===== config.mk =====
export PLATFORM = sky130hd
export DESIGN_NAME = dds_wavegen
export DESIGN_NICKNAME = d
export VERILOG_FILES = /design/src/rtl/dds_pkg.sv /design/src/rtl/dds_phase_acc.sv /design/src/rtl/dds_wavegen.sv
export SDC_FILE = /design/constraint.sdc
export NUM_CORES = 1
export LEC_CHECK = 0
export ABC_AREA = 1
export BUFFER_PORTS_ARGS = -buffer_cell sky130_fd_sc_hd__buf_2
export CORE_UTILIZATION = 45
export DETAILED_ROUTE_END_ITERATION = 16
export PLACE_DENSITY = 0.67
export SLEW_MARGIN = 20
export SYNTH_ARGS = -nofsm -noshare
export SYNTH_HDL_FRONTEND = slang
export SYNTH_SLANG_ARGS = --single-unit
export TNS_END_PERCENT = 100

===== constraint.sdc =====
create_clock -name clk -period 1.87 [get_ports clk]
set_input_delay 0.2805 -clock clk [delete_from_list [all_inputs] [get_ports clk]]
set_output_delay 0.2805 -clock clk [all_outputs]
set_load 0.1 [all_outputs]

===== src/rtl/dds_pkg.sv =====
// rtl/dds_pkg.sv - shared constants for the dds waveform generator
package dds_pkg;

  // waveform select codes for the downstream 5:1 mux
  localparam logic [2:0] WAVE_SAW      = 3'd0;
  localparam logic [2:0] WAVE_SQUARE   = 3'd1;
  localparam logic [2:0] WAVE_TRIANGLE = 3'd2;
  localparam logic [2:0] WAVE_PULSE    = 3'd3;
  localparam logic [2:0] WAVE_NOISE    = 3'd4;

  // 16-bit fibonacci lfsr taps and default seed
  localparam int          LFSR_W            = 16;
  localparam int          LFSR_TAP_A        = 15;
  localparam int          LFSR_TAP_B        = 13;
  localparam int          LFSR_TAP_C        = 12;
  localparam int          LFSR_TAP_D        = 10;
  localparam logic [15:0] LFSR_SEED_DEFAULT = 16'hACE1;

  // next lfsr state; a stuck-at-zero register is reseeded instead of shifted
  function automatic logic [LFSR_W-1:0] lfsr_step(input logic [LFSR_W-1:0] s,
                                                  input logic [LFSR_W-1:0] seed);
    if (s == '0) begin
      return seed;
    end
    return {s[LFSR_W-2:0], s[LFSR_TAP_A] ^ s[LFSR_TAP_B] ^ s[LFSR_TAP_C] ^ s[LFSR_TAP_D]};
  endfunction

endpackage


===== src/rtl/dds_phase_acc.sv =====
// rtl/dds_phase_acc.sv - tuning word register and phase accumulator (stage 1)
module dds_phase_acc
  import dds_pkg::*;
#(
  parameter int N = 24
) (
  input  logic         clk,
  input  logic         rst_n,
  input  logic         sample_en,
  input  logic [N-1:0] ftw_in,
  input  logic         ftw_load,
  input  logic         phase_sync,
  output logic [N-1:0] phase,
  output logic         carry,
  output logic         step_valid
);

  logic [N-1:0] ftw_reg;
  logic [N:0]   sum;

  // sum uses the tuning word as it stands, so a same-cycle load only affects later steps
  assign sum = {1'b0, phase} + {1'b0, ftw_reg};

  // tuning register, phase/carry update with hard sync taking priority, step strobe
  always_ff @(posedge clk or negedge rst_n) begin
    if (!rst_n) begin
      ftw_reg    <= '0;
      phase      <= '0;
      carry      <= 1'b0;
      step_valid <= 1'b0;
    end else begin
      if (ftw_load) begin
        ftw_reg <= ftw_in;
      end
      step_valid <= sample_en;
      if (phase_sync) begin
        phase <= '0;
        carry <= 1'b0;
      end else if (sample_en) begin
        phase <= sum[N-1:0];
        carry <= sum[N];
      end else begin
        carry <= 1'b0;
      end
    end
  end

endmodule


===== src/rtl/dds_wavegen.sv =====
// rtl/dds_wavegen.sv - dds waveform generator top; DDS_WAVEGEN_NOISE_EN enables the noise lfsr
module dds_wavegen
  import dds_pkg::*;
#(
  parameter int          M         = 12,
  parameter int          N         = 24,
  parameter logic [15:0] LFSR_SEED = 16'hACE1
) (
  input  logic         clk,
  input  logic         rst_n,
  input  logic         sample_en,
  input  logic [N-1:0] ftw_in,
  input  logic         ftw_load,
  input  logic         phase_sync,
  input  logic [M-1:0] duty,
  output logic [M-1:0] saw,
  output logic [M-1:0] square,
  output logic [M-1:0] triangle,
  output logic [M-1:0] pulse,
  output logic [M-1:0] noise,
  output logic         out_valid,
  output logic         wrap
);

  logic [N-1:0] phase;
  logic         carry;
  logic         step_valid;

  // the triangle needs one bit below the saw slice, so the phase must be wider than M
  if (N - 1 < M) begin : g_bad_width
    $error("dds_wavegen: N-1 must be >= M");
  end
  if (LFSR_SEED == 16'h0000) begin : g_bad_seed
    $error("dds_wavegen: LFSR_SEED must be nonzero");
  end

  // phase bits below the triangle slice never reach an output
  if (N - M - 2 >= 0) begin : g_low_bits
    logic unused_phase_low;
    assign unused_phase_low = ^phase[N-M-2:0];
  end

  dds_phase_acc #(
    .N(N)
  ) u_phase_acc (
    .clk        (clk),
    .rst_n      (rst_n),
    .sample_en  (sample_en),
    .ftw_in     (ftw_in),
    .ftw_load   (ftw_load),
    .phase_sync (phase_sync),
    .phase      (phase),
    .carry      (carry),
    .step_valid (step_valid)
  );

  // stage 2: shape the freshly updated phase into the deterministic waveforms
  always_ff @(posedge clk or negedge rst_n) begin
    if (!rst_n) begin
      saw       <= '0;
      square    <= '0;
      triangle  <= '0;
      pulse     <= '0;
      out_valid <= 1'b0;
      wrap      <= 1'b0;
    end else begin
      out_valid <= step_valid;
      wrap      <= step_valid & carry;
      if (step_valid) begin
        saw      <= phase[N-1-:M];
        square   <= {M{phase[N-1]}};
        triangle <= phase[N-1] ? ~phase[N-2-:M] : phase[N-2-:M];
        pulse    <= (phase[N-1-:M] < duty) ? {M{1'b1}} : {M{1'b0}};
      end
    end
  end

`ifdef DDS_WAVEGEN_NOISE_EN
  logic [LFSR_W-1:0] lfsr;
  logic [LFSR_W-1:0] lfsr_nxt;

  assign lfsr_nxt = lfsr_step(lfsr, LFSR_SEED);

  // lfsr advances once per phase wrap; noise shows the state belonging to this sample
  always_ff @(posedge clk or negedge rst_n) begin
    if (!rst_n) begin
      lfsr  <= LFSR_SEED;
      noise <= '0;
    end else if (step_valid) begin
      if (carry) begin
        lfsr  <= lfsr_nxt;
        noise <= lfsr_nxt[LFSR_W-1-:M];
      end else begin
        noise <= lfsr[LFSR_W-1-:M];
      end
    end
  end
`else
  assign noise = '0;
`endif

endmodule


# Word-level counts from Yosys, hierarchy flattened
# Cells that the tools add are included.
# word_totals
wordCells	21
ff_bits	89
inputBits	41
out_inout_bits	62
# op_classes
bitwise	2
order_cmp	1
n_reduce_logical	1
n_mux	6
n_addsub	1
# ops
op	n
$mux W24	2
$add A24 B24 Y25	1
$mux W12	2
$lt A12 B12 Y1	1
$not A12 Y12	1
$mux W1	2
$reduce_bool A2 Y1	1
$and A1 B1 Y1	1

# Longest topological paths before layout
# depth
ltp_word	3
mapped_depth	12
mapped_depth_nobuf	12

# By module
# A second synthesis with hierarchy kept.
# hier_totals
hier_cells	716
area_unflattened_um2	5258.8
# by_module_without_submodules
mod	cells_per_inst	instances	seq_area_each_um2	area_each_um2
dds_phase_acc	509	1	1251.2	3613.5
dds_wavegen	207	1	675.6	1645.3

# Worst setup path after synthesis
# OpenSTA, ideal clock, no wires.
# synth_path
kind	flip-flop to output port
start	register, netlist name saw[11]
end	output square[0]
t_required_ns	1.590
path_slack_ns	0.067
t_arrival_ns	1.523
path_stages_with_launch	2
n_path_buf	1
path_cell_list	dfrtp_1 > buf_4
# synth_rtl
item	line_no	text
to (decl)	dds_wavegen.sv:17	output logic [M-1:0] square,

# Final worst setup path
# layout_path
start	register u_phase_acc.phase[0]
end	register u_phase_acc.carry
# layout_via
elab_chain_len	3
# layout_lines
item	line_no	text
from (decl)	dds_phase_acc.sv:13	output logic [N-1:0] phase,
from (signal assigned)	dds_phase_acc.sv:40	phase <= sum[N-1:0];
$add A24 B24 Y25	dds_phase_acc.sv:22	assign sum = {1'b0, phase} + {1'b0, ftw_reg};
$mux W1	dds_phase_acc.sv:39	end else if (sample_en) begin
$mux W1	dds_phase_acc.sv:36	if (phase_sync) begin
to (signal assigned)	dds_phase_acc.sv:41	carry <= sum[N];
to (decl)	dds_phase_acc.sv:14	output logic carry,
# No other way between the ends.
# A chain may end at the register's enable or synchronous reset.

==> results.py <==
metrics = {
    "cts": {
        "cts-htree-levels": 3,
        "cts_tree": "built",
        "clkLatencyLatePin_ps": 340,
        "root_buffer": "clkbuf_16",
        "cts_buffer_depth": 2,
        "clock_sinks": 77,
        "clk_pin_slew_ps": 60,
        "numCtsBuffers": 9,
    },
    "synthesis": {
        "yosysSeqAreaShare": 0.371,
        "ys_types": 36,
        "syn_avg_cell_area_um2": 7.38,
        "synth_cells": 703,
        "synthesis.area_um2": 5190,
        "synth_common_cells": "252 x nand2_1, 102 x inv_1, 77 x dfrtp_1, 36 x buf_4",
        "synth_edf_count": 0,
        "synth_ff_type": "dfrtp_1",
        "synthArstFlopShare": 1.00,
        "synth_area_leader_cell": "dfrtp_1",
        "synth_top_area_frac": 0.371,
        "synth_seq_cells": 77,
        "yosysMostFrequentCell": "nand2_1",
        "ys_warn_count": 0,
        "netlist_top_cells_area": "dfrtp_1 37%, nand2_1 18%, ha_1 8.4%, inv_1 7.4%, buf_4 5.2%",
    },
    "global_routing": {
        "grt_max_degree": 36,
        "antenna_found_initial": 0,
        "grt_pass1_wl_um": 20400,
        "grt_pass1_vias": 4427,
        "grt_use_total": 0.225,
        "overflow": 0,
    },
    "timing": {
        "layout_min_cycle_time_ps": 1800,
        "slew_headroom": 0.598,
        "final_hold_viol_count": 0,
        "rsz0062_at_grt": "true",
        "drv_slew": 0,
        "final.setup.tns_ps": 0,
        "setup_viol": 0,
        "finalClockSkew_ps": 7.72,
        "worst_pin_slew_ps": 601,
        "whs_ps": 129,
        "fmax_mhz": 555,
        "layout_setup_ws_ps": 69.4,
        "min_period_over_period": 0.963,
    },
    "route": {
        "drc": 0,
        "drt_iter0_markers": 143,
        "firstDrtPassIters": 4,
        "vias_per_cell": 4.82,
        "routed_wl_um": 12600,
        "ant_nets": 0,
        "wl_per_cell_um": 13.4,
        "vias": 4537,
    },
    "min_path": {
        "hold_path_class": "input pin to flop",
    },
    "flow_run": {
        "maxCapViolCount": 0,
    },
    "finish": {
        "register_area_um2": 1930,
        "multi_input_area_um2": 2720,
        "fillers": 1088,
        "nNetsFinal": 873,
        "area_delta_synth_final_pct": 19.8,
        "diodes": 0,
        "fin_cells": 941,
        "drive_gt1_frac": 0.252,
    },
    "die": {
        "core-area_um2": 11000,
        "die_x_um": 109,
        "start_util": 0.471,
        "dieArea_um2": 12000,
        "die_h_um": 109,
        "rows": 38,
        "io-pin-count": 103,
    },
    "worst_setup_path": {
        "crit_chain": "ha_4, fa_2, nand2_2, a21oi_2, nand2_1, nand3_2, nand2_2, nand2_1, nand2_1, nand2_1, nand2_1, inv_1",
        "cpPeakStageDelay_ps": 410,
        "worst-path-max-fanout": 3,
        "crit_top_cell": "nand2_1",
        "worstPathArrival_ps": 2040,
        "crit_slowest_cell": "dfrtp_1",
        "critPathKind": "flop to flop",
        "startpoint_type": "flop",
        "required_ps": 2110,
        "crit_path_end_kind": "flop",
    },
    "pwr": {
        "p_per_area_nw_per_um2": 1250,
        "vdd_ir_drop_max_mv": 1.05,
        "leakage_uw": 0.00353,
    },
    "placed_design": {
        "dp.cells": 922,
        "detailedPlace.worstSlack_ps": -41.3,
        "dp_hpwl_um": 9920,
        "io_buffers": 90,
        "gp_congestion": 0.903,
    },
    "status": {
        "outcome": "finished, final reports clean",
    },
}
-- stage by stage --
stage | util | total power [µW] | instance area (µm²)
floorplan | - | 5190 | 5230
global placement | 0.522 | 5790 | 5750
detailed placement | 0.522 | 5830 | 5750
CTS | 0.551 | 7720 | 6080
global route | 0.564 | 8200 | 6220
finish | 0.564 | 7740 | 6220
-- final cells by class --
type                       instances  area share
multi-input combinational        487       0.438
sequential                        77       0.310
timing repair buffer             117       0.110
inverter                         104      0.0628
clock buffer                      10      0.0368
tap                              140      0.0282
clock inverter                     6      0.0141
-- cell families after synthesis --
family | after synthesis | synth area share
DFF | 77 | 0.371
muxes | 24 | 0.0521
adders and majority gates | 36 | 0.0882
other | 1 | 0.000723
and+or+nand+nor | 343 | 0.276
AOI/OAI and AO/OA | 70 | 0.0738
xor gates and xnor gates | 2 | 0.00338
buffers and inverters | 150 | 0.135
-- per-layer routing --
| metal | global-route usage | vias to the layer above | share of wire |
|---|---|---|---|
| li1 | - | 2340 | - |
| met1 | 0.267 | 2061 | 0.45 |
| met2 | 0.403 | 124 | 0.49 |
| met3 | 0.0557 | 12 | 0.048 |
| met4 | 0.0638 | 0 | 0.014 |
| met5 | 0 | - | 0 |
-- final timing paths --
| kind | from | slack [ps] | to | cells past startpoint |
|---|---|---|---|---|
| worst max-delay path | u_phase_acc.phase[0]$_DFFE_PN0P_ | 70 | u_phase_acc.carry$_DFF_PN0_ | 12 |
| worst min-delay path | sample_en | 130 | u_phase_acc.step_valid$_DFF_PN0_ | 1 |
| worst max register to register | u_phase_acc.phase[0]$_DFFE_PN0P_ | 70 | u_phase_acc.carry$_DFF_PN0_ | 12 |
| worst min register to register | saw[0]$_DFFE_PN0P_ | 460 | saw[0]$_DFFE_PN0P_ | 2 |
| max in group asynchronous | rst_n | 750 | u_phase_acc.phase[21]$_DFFE_PN0P_ | 3 |
| min in group asynchronous | rst_n | 460 | saw[0]$_DFFE_PN0P_ | 2 |
-- worst max-delay path: cells and delay by family, from the launching register on --
family,cells,cell delay [ps]
AOI/OAI and AO/OA,1,50
and+or+nand+nor,8,650
buffers and inverters,1,30
DFF,1,410
adders and majority gates,2,580
-- placed cells by master (no fill, tap or decap), drive strengths merged, types with 3 or more instances in the layout --
cell type / n
nand3: 30
inv: 104
mux2: 24
conb: 12
dfrtp: 77
buf: 116
clkbuf: 10
ha: 35
nand4: 6
nand2: 259
nand3b: 3
a21oi: 25
nor2: 42
o21ai: 34
clkinv: 4
-- repair_timing --
action / CTS / global route
hold endpoints to repair: 33 / 0
endpoints found under the setup margin: 6 / 14
pin swaps: 0 / 7
gates cloned: 0 / 0
hold buffers: 1 / 0
gates resized for setup: 1 / 27
buffers inserted: 0 / 2
-- power breakdown --
part	internal (µW)	leakage [µW]	switching, µW
registers	1930	0.000976	177
clock network	1170	0.000156	685
logic	881	0.00240	2910
total	3980	0.00353	3770
No activity file was read; power rests on OpenSTA's default activity.
